### src/rtl/bank_arb_pkg.sv
// Shared types and constants for the bank link arbiter.
// Holds the FSM state encoding, field widths and a cost-slot helper.
package bank_arb_pkg;

    localparam int NUM_REQ_DEF = 4;
    localparam int COST_W      = 3;
    localparam int CNT_W       = 8;
    localparam int GID_W       = 2;

    typedef enum logic [1:0] {
        S_IDLE  = 2'd0,
        S_ISSUE = 2'd1,
        S_WAIT  = 2'd2,
        S_RESP  = 2'd3
    } state_t;

    function automatic logic [COST_W-1:0] cost_slot(
        input logic [NUM_REQ_DEF*COST_W-1:0] costs,
        input logic [GID_W-1:0]              idx
    );
        return costs[idx*COST_W +: COST_W];
    endfunction

endpackage

### src/rtl/rr_picker.sv
// Combinational 4-way round-robin picker: the search starts at (i_last+1) mod 4
// and returns the first active requester found.
module rr_picker (
    input  logic [3:0] i_req,
    input  logic [1:0] i_last,
    output logic       o_valid,
    output logic [1:0] o_idx
);

    logic [1:0] w_cand;

    // Walk from the farthest offset to the nearest so the nearest hit overwrites.
    always_comb begin
        o_valid = 1'b0;
        o_idx   = 2'd0;
        w_cand  = 2'd0;
        for (int k = 4; k >= 1; k--) begin
            w_cand = i_last + 2'(k);
            if (i_req[w_cand]) begin
                o_valid = 1'b1;
                o_idx   = w_cand;
            end
        end
    end

endmodule

### src/rtl/bank_link_arbiter.sv
// Arbitrates four vending-machine requesters onto one bank link with timeout and abort.
// Define BANK_ARB_STATS_EN to build the saturating approved/failed counters.
module bank_link_arbiter
    import bank_arb_pkg::*;
#(
    parameter int NUM_REQ     = NUM_REQ_DEF,
    parameter int TIMEOUT_CYC = 5
) (
    input  logic                      i_clk,
    input  logic                      i_rst_n,
    input  logic [NUM_REQ-1:0]        i_req,
    input  logic [NUM_REQ*COST_W-1:0] i_req_cost,
    output logic [NUM_REQ-1:0]        o_done,
    output logic [NUM_REQ-1:0]        o_ok,
    output logic                      o_bank_req,
    output logic [COST_W-1:0]         o_bank_amt,
    input  logic                      i_bank_ack,
    input  logic                      i_bank_ok,
    output logic                      o_busy,
    output logic [GID_W-1:0]          o_grant_id,
    output logic [CNT_W-1:0]          o_approved_cnt,
    output logic [CNT_W-1:0]          o_failed_cnt
);

    localparam int TMR_W = $clog2(TIMEOUT_CYC) + 1;

    state_t              r_state;
    state_t              w_next;
    logic [GID_W-1:0]    r_grant;
    logic [GID_W-1:0]    r_last;
    logic [COST_W-1:0]   r_cost;
    logic [TMR_W-1:0]    r_timer;
    logic                r_result;
    logic [NUM_REQ-1:0]  r_done;
    logic [NUM_REQ-1:0]  r_ok;

    logic                w_pick_valid;
    logic [GID_W-1:0]    w_pick_idx;
    logic                w_held;
    logic                w_timeout;
    logic [NUM_REQ-1:0]  w_grant_oh;

    rr_picker u_picker (
        .i_req   (i_req),
        .i_last  (r_last),
        .o_valid (w_pick_valid),
        .o_idx   (w_pick_idx)
    );

    assign w_held    = i_req[r_grant];
    assign w_timeout = (r_timer == TMR_W'(TIMEOUT_CYC - 1));

    always_comb begin
        w_grant_oh          = '0;
        w_grant_oh[r_grant] = 1'b1;
    end

    always_ff @(posedge i_clk or negedge i_rst_n) begin
        if (!i_rst_n) r_state <= S_IDLE;
        else          r_state <= w_next;
    end

    // A dropped request (card removed) aborts before any bank result is considered.
    always_comb begin
        w_next = r_state;
        case (r_state)
            S_IDLE:  if (w_pick_valid) w_next = S_ISSUE;
            S_ISSUE: begin
                if (!w_held)              w_next = S_IDLE;
                else if (r_cost == '0)    w_next = S_RESP;
                else                      w_next = S_WAIT;
            end
            S_WAIT: begin
                if (!w_held)                      w_next = S_IDLE;
                else if (i_bank_ack || w_timeout) w_next = S_RESP;
            end
            S_RESP:  w_next = S_IDLE;
            default: w_next = S_IDLE;
        endcase
    end

    always_ff @(posedge i_clk or negedge i_rst_n) begin
        if (!i_rst_n) begin
            r_grant  <= '0;
            r_last   <= GID_W'(NUM_REQ - 1);
            r_cost   <= '0;
            r_timer  <= '0;
            r_result <= 1'b0;
            r_done   <= '0;
            r_ok     <= '0;
        end else begin
            r_done <= '0;
            r_ok   <= '0;
            case (r_state)
                S_IDLE: begin
                    if (w_pick_valid) begin
                        r_grant <= w_pick_idx;
                        r_cost  <= cost_slot(i_req_cost, w_pick_idx);
                    end
                end
                S_ISSUE: begin
                    r_timer  <= '0;
                    r_result <= 1'b0;
                end
                S_WAIT: begin
                    r_timer <= r_timer + 1'b1;
                    if (i_bank_ack) r_result <= i_bank_ok;
                end
                S_RESP: begin
                    r_done <= w_grant_oh;
                    r_ok   <= r_result ? w_grant_oh : '0;
                    r_last <= r_grant;
                end
                default: ;
            endcase
        end
    end

    assign o_done     = r_done;
    assign o_ok       = r_ok;
    assign o_bank_req = ((r_state == S_ISSUE) && (r_cost != '0)) || (r_state == S_WAIT);
    assign o_bank_amt = o_bank_req ? r_cost : '0;
    assign o_busy     = (r_state != S_IDLE);
    assign o_grant_id = (r_state == S_IDLE) ? '0 : r_grant;

`ifdef BANK_ARB_STATS_EN
    logic [CNT_W-1:0] r_approved;
    logic [CNT_W-1:0] r_failed;

    always_ff @(posedge i_clk or negedge i_rst_n) begin
        if (!i_rst_n) begin
            r_approved <= '0;
            r_failed   <= '0;
        end else if (r_state == S_RESP) begin
            if (r_result) begin
                if (r_approved != '1) r_approved <= r_approved + 1'b1;
            end else begin
                if (r_failed != '1) r_failed <= r_failed + 1'b1;
            end
        end
    end

    assign o_approved_cnt = r_approved;
    assign o_failed_cnt   = r_failed;
`else
    assign o_approved_cnt = '0;
    assign o_failed_cnt   = '0;
`endif

endmodule

### config.mk
export PLATFORM = sky130hd
export DESIGN_NAME = bank_link_arbiter
export DESIGN_NICKNAME = d
export VERILOG_FILES = /design/src/rtl/bank_arb_pkg.sv /design/src/rtl/rr_picker.sv /design/src/rtl/bank_link_arbiter.sv
export SDC_FILE = /design/constraint.sdc
export NUM_CORES = 1
export LEC_CHECK = 0
export BUFFER_PORTS_ARGS = -buffer_cell sky130_fd_sc_hd__buf_4
export CAP_MARGIN = 0
export CORE_ASPECT_RATIO = 1.4
export CORE_MARGIN = 4
export CORE_UTILIZATION = 43
export CTS_CLUSTER_SIZE = 16
export DETAILED_ROUTE_END_ITERATION = 10
export PLACE_DENSITY_LB_ADDON = 0.12
export REMOVE_ABC_BUFFERS = 1
export SLEW_MARGIN = 5
export SYNTH_ARGS = -nofsm -noshare
export SYNTH_HDL_FRONTEND = slang
export SYNTH_HIERARCHICAL = 1
export SYNTH_SLANG_ARGS = --single-unit
### constraint.sdc
create_clock -name i_clk -period 1.96 [get_ports i_clk]
set_clock_uncertainty 0.2 [all_clocks]
set_input_delay 0.098 -clock i_clk [delete_from_list [all_inputs] [get_ports i_clk]]
set_output_delay 0.098 -clock i_clk [all_outputs]
set_load 0.05 [all_outputs]
==> flow_metrics.env, run 1 <==
export IMPL_numCtsBuffers=3
export IMPL_fin_util_pct=58.11
export IMPL_path_buf_inv=0
export IMPL_start_kind="flip-flop"
export IMPL_grt_max_degree=23
export IMPL_critPathRequiredTime_ns=1.91
export IMPL_die_height_um=73.71
export IMPL_swShare_pct=43.62
export IMPL_insertion_delay_ns=0.26
export IMPL_synth_top_area_cell="dfrtp_1"
export IMPL_fp_row_count=23
export IMPL_ant_nets=0
export IMPL_drtIter0Drc=16
export IMPL_fin_crit_ns=2.154
export IMPL_viasPerCell=4.913
export IMPL_cts_buffer_depth=2
export IMPL_clock_sinks=22
export IMPL_grt_usage_pct=14.43
export IMPL_num_vias=963
export IMPL_cts_clk_slew_worst_paths_ns=0.08
export IMPL_ys_seq_area_share_pct=41.70
export IMPL_clockRootBuffer="clkbuf_8"
export IMPL_drt_wl_total_mm=2.743
export IMPL_cp_arrival_ns=2.10
export IMPL_seq_area_um2=553.0
export IMPL_netlist_area_um2=1326
export IMPL_end_kind="flip-flop"
export IMPL_multi_input_area_um2=694.4
export IMPL_hold_viol=0
export IMPL_worst_path_largest_cell_delay_ns=0.59
export IMPL_layout_common_cells="36 x buf_4, 20 x dfrtp_1, 16 x conb_1, 9 x inv_1, 8 x mux2_2"
export IMPL_p_leak_nw=0.8069
export IMPL_port_buffers=34
export IMPL_synth_cells=121
export IMPL_report_final_setup_viol=3
export IMPL_dieArea_um2=4049
export IMPL_start_util_pct=45.63
export IMPL_cts_tree="yes"
export IMPL_pwr_share_clk_pct=17.0
export IMPL_hpwlAfterDp_mm=2.098
export IMPL_synth_distinct_cells=37
export IMPL_powerDensity_nw_per_um2=1455
export IMPL_setup_tns_ns=-0.5660
export IMPL_critical_path_top_delay_family="multiplexers"
export IMPL_switchingPower_mw=1.072
export IMPL_power_mw=2.458
export IMPL_cp_max_fo=7
export IMPL_pwr_share_seq_pct=28.5
export IMPL_core_area_um2=2907
export IMPL_synthTopCellsByArea="dfrtp_1 38%, buf_4 9.1%, mux2_2 6.8%"
export IMPL_avgSynthCellArea_um2=10.96
export IMPL_ios=51
export IMPL_htreeDepth=1
export IMPL_critical_path_slowest_cell="dfstp_2"
export IMPL_drtPass1Iterations=4
export IMPL_first_global_vias=956
export IMPL_max_cap_violations=0
export IMPL_p_comb_share_pct=54.6
export IMPL_area_growth_pct=27.36
export IMPL_grt_use_met1_pct=16.21
export IMPL_ir_worst_vdd_uv=986.7
export IMPL_dieWidth_um=54.94
export IMPL_rsz0062_at_grt="true"
export IMPL_dpl_cell_area_um2=1567
export IMPL_place_inst=190
export IMPL_synth_top_area_share_pct=37.74
export IMPL_yosys_warnings=6
export IMPL_grt_remaining_overflow=0
export IMPL_p_int_mw=1.386
export IMPL_run_status="complete, but fails checks"
export IMPL_top_usage_layer="met2"
export IMPL_place_gp_congestion=0.7630
export IMPL_final_nets=186
export IMPL_mostFrequentLayoutCell="buf_4"
export IMPL_violations="setup timing"
export IMPL_post_route_drc_count=0
export IMPL_antenna_found_initial=0
export IMPL_grtUsageMet3_pct=2.231
export IMPL_ys_ff_latch=22
export IMPL_stdcell_count=196
export IMPL_avgRoutedWirePerCell_um=13.99
export IMPL_path_class="flip-flop to flip-flop"
export IMPL_fill_cells=270
export IMPL_worst_slack_ns=-0.1937
export IMPL_drive_gt1_share_pct=37.11
export IMPL_maxSlewViolCount=0
export IMPL_fin_area_um2=1689
export IMPL_fmax_ghz=0.4643
export IMPL_antenna_cells=0
export IMPL_use_met2_pct=26.71
export IMPL_cp_cell_sequence="nand2b_4 -> a21oi_2 -> o221ai_4 -> mux4_2 -> mux2_2"
export IMPL_period_share_pct=109.9
export IMPL_min_path_type="input pin to flip-flop"
export IMPL_grt_first_pass_wirelength_mm=4.319
==> flip-flops by register name, summed over array words and instances, names as in the netlist <==
name	flops
o_done	4
r_result	1
r_timer	4
r_last	2
r_grant	2
r_cost	3
r_state	2
o_ok	4
==> cells in the mapped netlist <==
| cell | instances |
|---|---|
| nor3b_1 | 3 |
| mux2i_1 | 1 |
| o2bb2a_1 | 1 |
| nand3b_1 | 2 |
| inv_1 | 9 |
| clkbuf_1 | 2 |
| a21boi_0 | 1 |
| o221ai_2 | 1 |
| buf_2 | 1 |
| nand3_1 | 4 |
| ha_1 | 6 |
| conb_1 | 1 |
| a41oi_2 | 1 |
| and2_1 | 3 |
| a21oi_2 | 1 |
| a22o_1 | 1 |
| o31ai_1 | 1 |
| a21oi_1 | 2 |
| nor2b_1 | 3 |
| o21ai_0 | 4 |
| and3b_1 | 2 |
| a311oi_1 | 1 |
| nor4b_1 | 1 |
| mux4_2 | 4 |
| o2bb2ai_1 | 2 |
| mux2_2 | 8 |
| and2b_1 | 1 |
| o22ai_1 | 1 |
| nor2_1 | 4 |
| nor3_1 | 1 |
| nand2b_1 | 4 |
| a31oi_1 | 1 |
| dfrtp_1 | 20 |
| nand2_1 | 4 |
| dfstp_2 | 2 |
| buf_4 | 16 |
| and3_1 | 1 |
==> final cells by class <==
class	count	share of cell area, %
Sequential cell	22	32.74
Inverter	9	2.000
Multi-Input combinational cell	86	41.11
Timing Repair Buffer	38	17.19
Clock buffer	3	2.444
Clock inverter	1	1.778
Tap cell	37	2.741
==> power by group through the flow <==
stage	sequential, mW	combinational [mW]	clock [mW]
final	0.700	1.34	0.417
after global placement	0.694	1.29	0
after CTS	0.698	1.34	0.425
after detailed placement	0.704	1.31	0
after global routing	0.722	1.44	0.442
after floorplan	0.735	0.907	0
==> worst paths after layout <==
kind / start / to / slack [ns] / depth (start not counted)
max in group asynchronous: i_rst_n / r_last[0] / 1.22 / 2
setup reg to reg: r_last[1] / r_cost[1] / -0.19 / 5
min in group asynchronous: i_rst_n / o_done[2] / 0.06 / 2
hold / removal: i_bank_ack / r_result / 0.01 / 3
setup / recovery: r_last[1] / r_cost[1] / -0.19 / 5
hold reg to reg: r_result / r_result / 0.34 / 1
==> what timing repair did <==
item                       in CTS  in global routing
hold buffers                    2                  0
resized for setup               3                  1
buffers inserted                0                  0
hold endpoints to repair       23                  0
setup endpoints to repair       6                  6
==> worst min-delay path: cells and delay by family <==
kind	cells	cell delay, ns
muxes	1	0.14
AOI/OAI and AO/OA	1	0.11
buffers and inverters	1	0.09
==> per-stage QoR <==
stage | setup slack [ns] | hold WS [ns]
2_1_floorplan | -0.1505 | -0.3976
3_3_place_gp | -0.2268 | -0.1983
3_5_place_dp | -0.2638 | -0.1951
4_1_cts | -0.2076 | 0.01467
5_1_grt | -0.2836 | 0.03654
6_report | -0.1937 | 0.01441
==> per-layer routing <==
layer | vias up | wire length [um]
li1 | 467 | -
met1 | 472 | 1007
met2 | 22 | 1603
met3 | 2 | 115
met4 | 0 | 17
met5 | - | 0
==> cell families (layout without fill, tap and decap cells) <==
| family | Yosys count | after routing | synth area share [%] |
|---|---|---|---|
| buffers and inverters | 28 | 51 | 12.55 |
| adders and majority gates | 6 | 6 | 5.660 |
| other | 1 | 16 | 0.2827 |
| AOI/OAI and AO/OA | 18 | 18 | 10.76 |
| and+or+nand+nor | 33 | 33 | 14.72 |
| DFF | 22 | 22 | 41.70 |
| muxes | 13 | 13 | 14.34 |
Power figures use the tool's default switching activity.
==> run 2: changes to the inputs <==
- RECOVER_POWER: unset -> 100
==> flow_metrics.env, run 2 (same netlist as run 1, synthesis figures left out) <==
export IMPL_post_route_drc_count=0
export IMPL_clockRootBuffer="clkbuf_8"
export IMPL_violations="setup timing"
export IMPL_avgRoutedWirePerCell_um=13.99
export IMPL_cts_clk_slew_worst_paths_ns=0.08
export IMPL_cp_arrival_ns=2.10
export IMPL_dieArea_um2=4049
export IMPL_drtPass1Iterations=4
export IMPL_mostFrequentLayoutCell="buf_4"
export IMPL_run_status="complete, but fails checks"
export IMPL_setup_tns_ns=-0.6402
export IMPL_area_growth_pct=22.74
export IMPL_hp_start="i_bank_ack"
export IMPL_rsz0062_at_grt="true"
export IMPL_grt_max_degree=23
export IMPL_p_leak_nw=0.7674
export IMPL_period_share_pct=109.8
export IMPL_worstSetupStartpoint="r_last[1]"
export IMPL_hold_viol=0
export IMPL_drtIter0Drc=18
export IMPL_max_slew_worst_pin_slew_ns=1.200
export IMPL_max_cap_violations=0
export IMPL_worst_slack_ns=-0.1927
export IMPL_drt_wl_total_mm=2.743
export IMPL_grt_remaining_overflow=0
export IMPL_critPathRequiredTime_ns=1.91
export IMPL_fill_cells=282
export IMPL_fp_row_count=23
export IMPL_grt_first_pass_wirelength_mm=4.319
export IMPL_end_kind="flip-flop"
export IMPL_antenna_cells=0
export IMPL_cts_buffer_depth=2
export IMPL_start_util_pct=45.63
export IMPL_path_class="flip-flop to flip-flop"
export IMPL_min_path_type="input pin to flip-flop"
export IMPL_clock_sinks=22
export IMPL_r2r_start="r_last[1]"
export IMPL_layout_common_cells="24 x buf_4, 20 x dfrtp_1, 16 x conb_1, 9 x inv_1, 9 x clkbuf_1"
export IMPL_drive_gt1_share_pct=30.19
export IMPL_num_vias=971
export IMPL_core_area_um2=2907
export IMPL_insertion_delay_ns=0.26
export IMPL_htreeDepth=1
export IMPL_ir_worst_vdd_uv=966.7
export IMPL_antenna_found_initial=0
export IMPL_powerDensity_nw_per_um2=1480
export IMPL_viasPerCell=4.954
export IMPL_max_slew_margin_pct=20.01
export IMPL_report_final_setup_viol=6
export IMPL_port_buffers=34
export IMPL_maxSlewViolCount=0
export IMPL_final_nets=186
export IMPL_ios=51
export IMPL_start_kind="flip-flop"
export IMPL_numCtsBuffers=3
export IMPL_hpwlAfterDp_mm=2.098
export IMPL_cp_max_fo=7
export IMPL_dieWidth_um=54.94
export IMPL_grt_usage_pct=14.43
export IMPL_hold_slack_ns=0.01544
export IMPL_fin_crit_ns=2.153
export IMPL_cts_setup_buffers=0
export IMPL_place_gp_congestion=0.7630
export IMPL_cts_tree="yes"
export IMPL_first_global_vias=956
export IMPL_fmax_ghz=0.4645
export IMPL_die_height_um=73.71
export IMPL_ant_nets=0
[run 2: cell count changes in the layout (fill, tap and decap cells not counted), sizes merged]
cell and delta:
clkbuf +12, buf -12
[run 2: worst paths after layout]
| kind | endpoint | slack [ns] | cells after the start |
|---|---|---|---|
| max | r_cost[1] | -0.19 | 5 |
| min | r_result | 0.02 | 3 |
| max reg2reg | r_cost[1] | -0.19 | 5 |
| min reg2reg | r_result | 0.34 | 1 |
| max in group asynchronous | r_result | 0.44 | 2 |
| min in group asynchronous | o_done[2] | 0.41 | 2 |
[run 2: power by group]
group          leakage, nW  switching [mW]  internal [mW]
logic                0.446           0.804          0.490
registers            0.285           0.111          0.586
clock network       0.0357           0.144          0.272
total                0.767            1.06           1.35
[run 2: final cells by class]
cell class	count	area [um^2]	area share, %
clock buffer	3	41.29	2.537
clock inverter	1	30.03	1.845
inverter	9	33.78	2.075
multi-input combinational	86	674.4	41.43
sequential	22	553.0	33.97
tap	37	46.29	2.844
timing repair buffer	38	249.0	15.30
[run 2: per-stage QoR]
step | cells | util [%] | total power [mW] | cell area, um^2 | setup slack, ns
floorplan | 117 | - | 1.641 | 1250 | -0.1505
global placement | 190 | 53.90 | 1.982 | 1567 | -0.2268
detailed placement | 190 | 53.90 | 2.011 | 1567 | -0.2638
CTS | 196 | 57.77 | 2.459 | 1679 | -0.2076
global route | 196 | 56.01 | 2.550 | 1628 | -0.2836
finish | 196 | 56.01 | 2.408 | 1628 | -0.1927
[run 2: what timing repair did]
action,4_1_cts,5_1_grt
gates resized for setup,3,1
hold endpoints to repair,23,0
setup endpoints to repair,6,6
hold buffers,2,0
pin swaps,0,0
[run 2: routing by layer]
layer	global-route usage (%)	vias to the layer above	part of all wire [%]
met5	0	-	0
met4	4.324	0	0.62
met3	2.231	2	4.4
met2	26.71	22	59
met1	16.21	480	36
li1	-	467	-
[run 2: critical path, stage by stage (launching register included)]
cell,delay (ns)
dfstp_2,0.59
nand2b_4,0.14
a21oi_2,0.07
o221ai_4,0.25
mux4_2,0.53
mux2_2,0.27
==> run 3: changes to the inputs <==
- PLACE_DENSITY_LB_ADDON: 0.12 -> 0.3
==> flow_metrics.env, run 3 (same netlist as run 1, synthesis figures left out) <==
export IMPL_run_status="complete, but fails checks"
export IMPL_violations="setup timing"
export IMPL_hold_viol=0
export IMPL_dp_slack_ns=-0.2280
export IMPL_place_gp_congestion=0.8103
export IMPL_htreeDepth=1
export IMPL_die_height_um=73.71
export IMPL_fmax_ghz=0.4574
export IMPL_dr_wl_met3_um=130
export IMPL_area_growth_pct=26.23
export IMPL_report_final_setup_viol=3
export IMPL_ir_worst_vdd_uv=946.9
export IMPL_fp_row_count=23
export IMPL_drtIter0Drc=19
export IMPL_grt_usage_pct=15.77
export IMPL_start_util_pct=45.63
export IMPL_grt_first_pass_wirelength_mm=4.526
export IMPL_power_mw=2.498
export IMPL_maxSlewViolCount=0
export IMPL_max_slew_margin_pct=19.46
export IMPL_rsz0062_at_grt="true"
export IMPL_numCtsBuffers=3
export IMPL_antenna_cells=0
export IMPL_dieArea_um2=4049
export IMPL_cp_cell_sequence="nand2b_4 -> a21oi_2 -> o221ai_4 -> mux4_2 -> mux2_2"
export IMPL_max_cap_violations=0
export IMPL_layout_common_cells="24 x buf_4, 20 x dfrtp_1, 16 x conb_1, 10 x clkbuf_1, 9 x inv_1"
export IMPL_cts_clk_slew_worst_paths_ns=0.08
export IMPL_fin_util_pct=57.60
export IMPL_end_kind="flip-flop"
export IMPL_final_nets=190
export IMPL_ios=51
export IMPL_ant_nets=0
export IMPL_powerDensity_nw_per_um2=1492
export IMPL_drtPass1Iterations=4
export IMPL_max_slew_worst_pin_slew_ns=1.208
export IMPL_mostFrequentLayoutCell="buf_4"
export IMPL_worst_path_largest_cell_delay_ns=0.58
export IMPL_cts_buffer_depth=2
export IMPL_antenna_found_initial=0
export IMPL_wl_met1_mm=1.107
export IMPL_hold_slack_ns=0.07522
export IMPL_insertion_delay_ns=0.26
export IMPL_drt_wl_total_mm=3.065
export IMPL_cp_arrival_ns=2.14
export IMPL_dieWidth_um=54.94
export IMPL_clock_sinks=22
export IMPL_cp_max_fo=5
export IMPL_place_inst=191
export IMPL_grt_remaining_overflow=0
export IMPL_clockRootBuffer="clkbuf_8"
export IMPL_grt_max_degree=23
export IMPL_first_global_vias=999
export IMPL_period_share_pct=111.5
export IMPL_fin_crit_ns=2.186
export IMPL_num_vias=1004
export IMPL_stdcell_count=200
export IMPL_hpwlAfterDp_mm=2.119
export IMPL_route_met2_wl_mm=1.707
export IMPL_core_area_um2=2907
export IMPL_p_leak_nw=0.7903
export IMPL_worst_slack_ns=-0.2262
export IMPL_critical_path_slowest_cell="dfstp_2"
export IMPL_port_buffers=34
export IMPL_critPathRequiredTime_ns=1.92
export IMPL_cts_tree="yes"
export IMPL_drive_gt1_share_pct=30.67
export IMPL_path_class="flip-flop to flip-flop"
export IMPL_dpl_cell_area_um2=1574
export IMPL_min_path_type="input pin to flip-flop"
export IMPL_post_route_drc_count=0
export IMPL_start_kind="flip-flop"
export IMPL_avgRoutedWirePerCell_um=15.33
export IMPL_fin_area_um2=1674
export IMPL_dr_max_layer_used="met4"
export IMPL_setup_tns_ns=-0.6357
export IMPL_viasPerCell=5.020
==> run 3: cell count changes in the layout (fill, tap and decap cells not counted), sizes merged <==
cell         previous run  this run
clkbuf                 15        18
dlygate4sd3             2         3
==> run 3: per-layer routing <==
metal	track usage [%]	vias up
met1	16.97	487
met5	0	-
met3	2.231	10
li1	-	474
met2	27.37	33
met4	10.27	0
==> run 3: path summary, 6_finish.rpt <==
path | from | to | slack [ns] | depth (start not counted)
hold reg to reg | r_timer[3] | r_timer[3] | 0.37 | 2
hold / removal | i_req_cost[0] | r_cost[0] | 0.08 | 3
min in group asynchronous | i_rst_n | o_done[2] | 0.40 | 2
setup reg to reg | r_last[1] | r_cost[2] | -0.23 | 5
setup / recovery | r_last[1] | r_cost[2] | -0.23 | 5
max in group asynchronous | i_rst_n | o_ok[0] | 0.44 | 2
==> run 3: layout make-up <==
class                      count  area, um^2
fill                         259        1232
multi-input combinational     86       694.4
sequential                    22       553.0
timing repair buffer          42       275.3
tap                           37       46.29
clock buffer                   3       41.29
inverter                       9       33.78
clock inverter                 1       30.03
==> run 3: what timing repair did <==
item / CTS / global route
endpoints found under the setup margin: 6 / 6
resized for setup: 5 / 1
endpoints found under the hold margin: 23 / 0
hold buffers: 3 / 0
cloned: 0 / 0
buffers inserted: 1 / 1
==> run 3: power breakdown <==
| part | switching (mW) | internal (mW) | total [mW] | leakage (nW) |
|---|---|---|---|---|
| logic | 0.847 | 0.529 | 1.38 | 0.469 |
| registers | 0.112 | 0.586 | 0.698 | 0.285 |
| clock network | 0.152 | 0.273 | 0.425 | 0.0357 |
==> run 3: worst max-delay path, delay by kind of cell, from the launching register on <==
kind	cells	cell delay [ns]
AOI/OAI and AO/OA	2	0.32
DFF	1	0.58
muxes	2	0.83
and+or+nand+nor	1	0.14
